File: src/rtl/idecode.sv
// MIPS instruction-decode stage: 32x32 register file with write-back bypass,
// main control decode, and the ID/EX pipeline register.
module idecode (
    input  logic        clk,
    input  logic        rst,
    input  logic [31:0] ID_ir,
    input  logic [31:0] ID_npc,
    input  logic        MEM_PCSrc,
    input  logic        WB_regwrite,
    input  logic [4:0]  WB_wreg,
    input  logic [31:0] WB_wdata,
    output logic [31:0] EX_npc,
    output logic [31:0] EX_rd1,
    output logic [31:0] EX_rd2,
    output logic [31:0] EX_imm,
    output logic [4:0]  EX_rt,
    output logic [4:0]  EX_rd,
    output logic [1:0]  EX_wb,
    output logic [2:0]  EX_m,
    output logic [3:0]  EX_ex
);

    localparam int unsigned XLEN = 32;
    localparam int unsigned RIDX = 5;
    localparam int unsigned NREG = 32;

    localparam logic [5:0] OP_RTYPE = 6'h00;
    localparam logic [5:0] OP_LW    = 6'h23;
    localparam logic [5:0] OP_SW    = 6'h2B;
    localparam logic [5:0] OP_BEQ   = 6'h04;

    logic [XLEN-1:0] regs [NREG];

    logic [RIDX-1:0] rs_c;
    logic [RIDX-1:0] rt_c;
    logic [5:0]      opcode_c;
    logic            wb_hit_c;
    logic [XLEN-1:0] rd1_c;
    logic [XLEN-1:0] rd2_c;
    logic [XLEN-1:0] imm_c;
    logic [1:0]      wb_c;
    logic [2:0]      m_c;
    logic [3:0]      ex_c;

    assign opcode_c = ID_ir[31:26];
    assign rs_c     = ID_ir[25:21];
    assign rt_c     = ID_ir[20:16];
    assign wb_hit_c = WB_regwrite && (WB_wreg != '0);
    assign imm_c    = {{16{ID_ir[15]}}, ID_ir[15:0]};

    // Operand read with same-cycle write-back bypass; r0 is hard zero.
    always_comb begin
        rd1_c = regs[rs_c];
        rd2_c = regs[rt_c];
        if (wb_hit_c && (WB_wreg == rs_c)) rd1_c = WB_wdata;
        if (wb_hit_c && (WB_wreg == rt_c)) rd2_c = WB_wdata;
        if (rs_c == '0) rd1_c = '0;
        if (rt_c == '0) rd2_c = '0;
    end

    // Main control: wb={regwrite,memtoreg} m={branch,memread,memwrite} ex={regdst,aluop,alusrc}.
    always_comb begin
        wb_c = 2'b00;
        m_c  = 3'b000;
        ex_c = 4'b0000;
        case (opcode_c)
            OP_RTYPE: begin
                wb_c = 2'b10;
                ex_c = 4'b1100;
            end
            OP_LW: begin
                wb_c = 2'b11;
                m_c  = 3'b010;
                ex_c = 4'b0001;
            end
            OP_SW: begin
                m_c  = 3'b001;
                ex_c = 4'b0001;
            end
            OP_BEQ: begin
                m_c  = 3'b100;
                ex_c = 4'b0010;
            end
            default: ;
        endcase
    end

    always_ff @(posedge clk) begin
        if (rst) begin
            for (int i = 0; i < NREG; i++) regs[i] <= '0;
        end else if (wb_hit_c) begin
            regs[WB_wreg] <= WB_wdata;
        end
    end

    // ID/EX pipeline register; a taken branch in MEM squashes only the control fields.
    always_ff @(posedge clk) begin
        if (rst) begin
            EX_npc <= '0;
            EX_rd1 <= '0;
            EX_rd2 <= '0;
            EX_imm <= '0;
            EX_rt  <= '0;
            EX_rd  <= '0;
            EX_wb  <= '0;
            EX_m   <= '0;
            EX_ex  <= '0;
        end else begin
            EX_npc <= ID_npc;
            EX_rd1 <= rd1_c;
            EX_rd2 <= rd2_c;
            EX_imm <= imm_c;
            EX_rt  <= ID_ir[20:16];
            EX_rd  <= ID_ir[15:11];
            if (MEM_PCSrc) begin
                EX_wb <= '0;
                EX_m  <= '0;
                EX_ex <= '0;
            end else begin
                EX_wb <= wb_c;
                EX_m  <= m_c;
                EX_ex <= ex_c;
            end
        end
    end

endmodule

File: config.mk
export PLATFORM = sky130hd
export DESIGN_NAME = idecode
export DESIGN_NICKNAME = d
export VERILOG_FILES = /design/src/rtl/idecode.sv
export SDC_FILE = /design/constraint.sdc
export NUM_CORES = 2
export LEC_CHECK = 0
export ABC_CLOCK_PERIOD_IN_PS = 4200
export CAP_MARGIN = 20
export CORE_UTILIZATION = 55
export DETAILED_ROUTE_END_ITERATION = 8
export GPL_TIMING_DRIVEN = 0
export PLACE_DENSITY = 0.75
export SYNTH_ARGS = -nofsm -noshare
export SYNTH_HDL_FRONTEND = slang
export SYNTH_SLANG_ARGS = --single-unit
File: constraint.sdc
create_clock -name clk -period 4.2 [get_ports clk]
set_input_delay 0.84 -clock clk [delete_from_list [all_inputs] [get_ports clk]]
set_output_delay 0.84 -clock clk [all_outputs]
set_load 0.01 [all_outputs]
==> flow_summary.yaml <==
floorplan:
  io_pins: 252
  core_area_sq_mm: 0.104
  rows: 118
  die_w_um: 327
  dieArea_sq_mm: 0.107
  die_y_um: 327
  start_util_pct: 55.9
min_path:
  worstHoldPathCells: 2
  hold_class: "input pin to register"
timing:
  grt_setup_unrepaired: "no"
  tightest_slew_ps: 1290
  min_period_over_period_pct: 101
  finalHoldWorstSlack_ps: 649
  setup_viol: 3
  hold_viol: 0
  min_period_ps: 4240
  slew-limit-headroom_pct: 14.0
  setup_ws_ps: -38.8
  final_max_slew_viol_count: 0
  fmax_ghz: 0.236
  clock-skew-final_ps: 25.3
route:
  viasPerCell: 6.96
  drt-initial-drc-count: 6916
  drtPass1Iterations: 8
  drc: 0
  wl_per_cell_um: 36.3
  drt-total-wl_um: 216000
  num_vias: 41377
  ant_nets: 0
setup_path:
  critPathLaunch: "ID_ir[19]"
  timing.rr.start: "regs[1][0]"
  crit_end: "EX_rd2[4]"
  r2r_end: "EX_rd1[0]"
  crit_fanout: 10
  worstPathRequired_ps: 4810
  startpoint_type: "input pin"
  r2r_slack_ps: 1490
  critical_path_class: "input pin to register"
  critPathCaptureType: "register"
  crit_arrival_ps: 4850
  reg2regPathDepth: 5
clocking:
  cts_tree: "done"
  cts.sinks: 1148
  hold_buffers: 0
  cts_max_level: 3
  cts_made_buffers: 119
  cts_root_buf: "clkbuf_16"
  clockBufferDepth: 3
  post_cts_buffers: 0
  cts_resized: 0
  path_clk_slew_ps: 60
  clkLatencyLatePin_ps: 740
global_route:
  grt_pass1_wl_um: 295000
  grt_usage_pct: 39.8
  grt_max_degree: 24
  grt_antenna_before_repair: 12
  grt_pass1_vias: 40789
  grt_overflow_total: 0
placement:
  preCtsSetupSlack_ps: -392
  io_buffers: 241
  placed_area_sq_mm: 0.0638
  globalplace.congestion: 1.06
  place_hpwl_um: 158000
synth:
  synth-main-ff-cell: "edfxtp_1"
  yosys-top-cells-area: "edfxtp_1 (53%), mux4_2 (15%), and2_1 (11%)"
  synth_async_sr_flop_share_pct: 0
  netlist_instances: 4009
  synth_area_sq_mm: 0.0582
  synth_top_cell_by_area: "edfxtp_1"
  ys_warn_count: 0
  synth_top_area_share_pct: 52.8
  avgSynthCellArea_sq_um: 14.5
  synth-seq-area-share_pct: 57.1
  ys_types: 49
  ys_ff_latch: 1148
  synth_edf_count: 1024
layout:
  finalNetCount: 4558
  final_area_sq_mm: 0.0681
  drive_gt1_share_pct: 17.9
  synthToLayoutAreaGrowth_pct: 16.9
  fin_util_pct: 65.3
run_status:
  violations: "negative setup slack"
  status: "finished, violations left"
pwr:
  ir_worst_vdd_v: 0.000365
  leakage_nw: 24.1
  total_power_mw: 28.6
  power-per-cell-area_mw_per_mm2: 419
run:
  max-cap-violations: 0
-- cell families after synthesis --
| group | count (synthesis) | synth area share [%] |
|---|---|---|
| mux | 671 | 19.8 |
| flops | 1148 | 57.1 |
| xor+xnor | 10 | 0.150 |
| other cells | 1 | 0.00644 |
| buf+inv | 452 | 3.65 |
| compound gates | 518 | 6.65 |
| simple gates | 1209 | 12.7 |
-- cell type report --
class / instances / area [sq um]
Fill cell: 7404 / 36200
Sequential cell: 1148 / 33200
Multi-Input combinational cell: 2440 / 23400
Timing Repair Buffer: 292 / 3460
Clock buffer: 155 / 3310
Buffer: 449 / 2110
Tap cell: 1380 / 1730
Clock inverter: 72 / 845
Antenna cell: 9 / 22.5
Inverter: 3 / 11.3
-- synth_stat cells (36+ instances only) --
master and n:
a21oi_1 63, dfxtp_1 124, mux2i_1 285, mux4_2 386, a22oi_1 103, a211oi_1 95, clkbuf_1 297, edfxtp_1 1024
and2_1 995, nand2_1 53, nor2_1 36, nor2b_1 89, buf_4 62, a221oi_1 64, buf_2 65
-- state kept, by name, indices dropped and copies added (netlist names) --
| name | count |
|---|---|
| EX_rt | 5 |
| EX_rd1 | 32 |
| regs | 1024 |
| EX_imm | 11 |
| EX_wb | 2 |
| EX_ex | 3 |
| EX_rd | 5 |
| EX_m | 2 |
| EX_npc | 32 |
| EX_rd2 | 32 |
-- worst max-delay path, cell delays in order --
cell and delay [ps]:
clkdlybuf4s50_1 560, buf_2 300, nor2_1 160, clkbuf_1 900, clkbuf_1 970, a21oi_1 350, nand2_1 340, a32o_1 420
-- cell usage in the layout (no fill, tap or decap), drive strengths merged, types with 2 or more instances in the layout --
cell / instances
xor2: 2
a211oi: 95
nor2: 38
a211o: 32
o22ai: 31
or3b: 3
nand2: 53
o31ai: 3
a32o: 22
o21bai: 32
mux2i: 285
and3: 2
diode: 9
nor4: 2
a21oi: 63
a22oi: 103
a22o: 9
xnor2: 8
clkinv: 39
bufinv: 18
conb: 32
edfxtp: 1024
inv: 6
clkdlybuf4s50: 241
clkinvlp: 12
nand3b: 6
o21ai: 31
nor3: 6
and2: 995
buf: 203
mux4: 386
clkbuf: 452
nand3: 8
nor2b: 89
o221ai: 31
dfxtp: 124
a221oi: 64
-- metal layers --
layer / vias to the layer above / track usage, % / part of all wire [%]
li1: 16208 / - / -
met1: 20388 / 47.3 / 32
met2: 3871 / 59.3 / 44
met3: 896 / 19.1 / 17
met4: 14 / 22.5 / 6.5
met5: - / 0.843 / 0.097
-- where the power goes --
group	switching, mW	internal [mW]	leakage (nW)
logic	2.23	1.49	11.3
clock network	4.75	6.65	2.02
registers	0.348	13.1	10.8
total	7.34	21.2	24.1
-- how the worst min path moves through the flow --
stage	startpoint	slack, ps	endpoint
after detailed placement	regs[14][24]	870	EX_rd1[24]
after global placement	regs[12][24]	870	EX_rd2[24]
after CTS	ID_ir[4]	640	EX_imm[4]
final	ID_ir[9]	650	EX_imm[9]
after floorplan	regs[22][16]	750	EX_rd2[16]
after global routing	ID_ir[4]	660	EX_imm[4]
-- metrics by stage --
stage          TNS (ps)  instances
3_3_place_gp   -3300010       5661
2_1_floorplan   -108800       4040
4_1_cts               0       5936
3_5_place_dp      -7330       5709
6_report          -72.8       5948
5_1_grt               0       5939
Note: power is estimated with default switching activity, not from simulation.
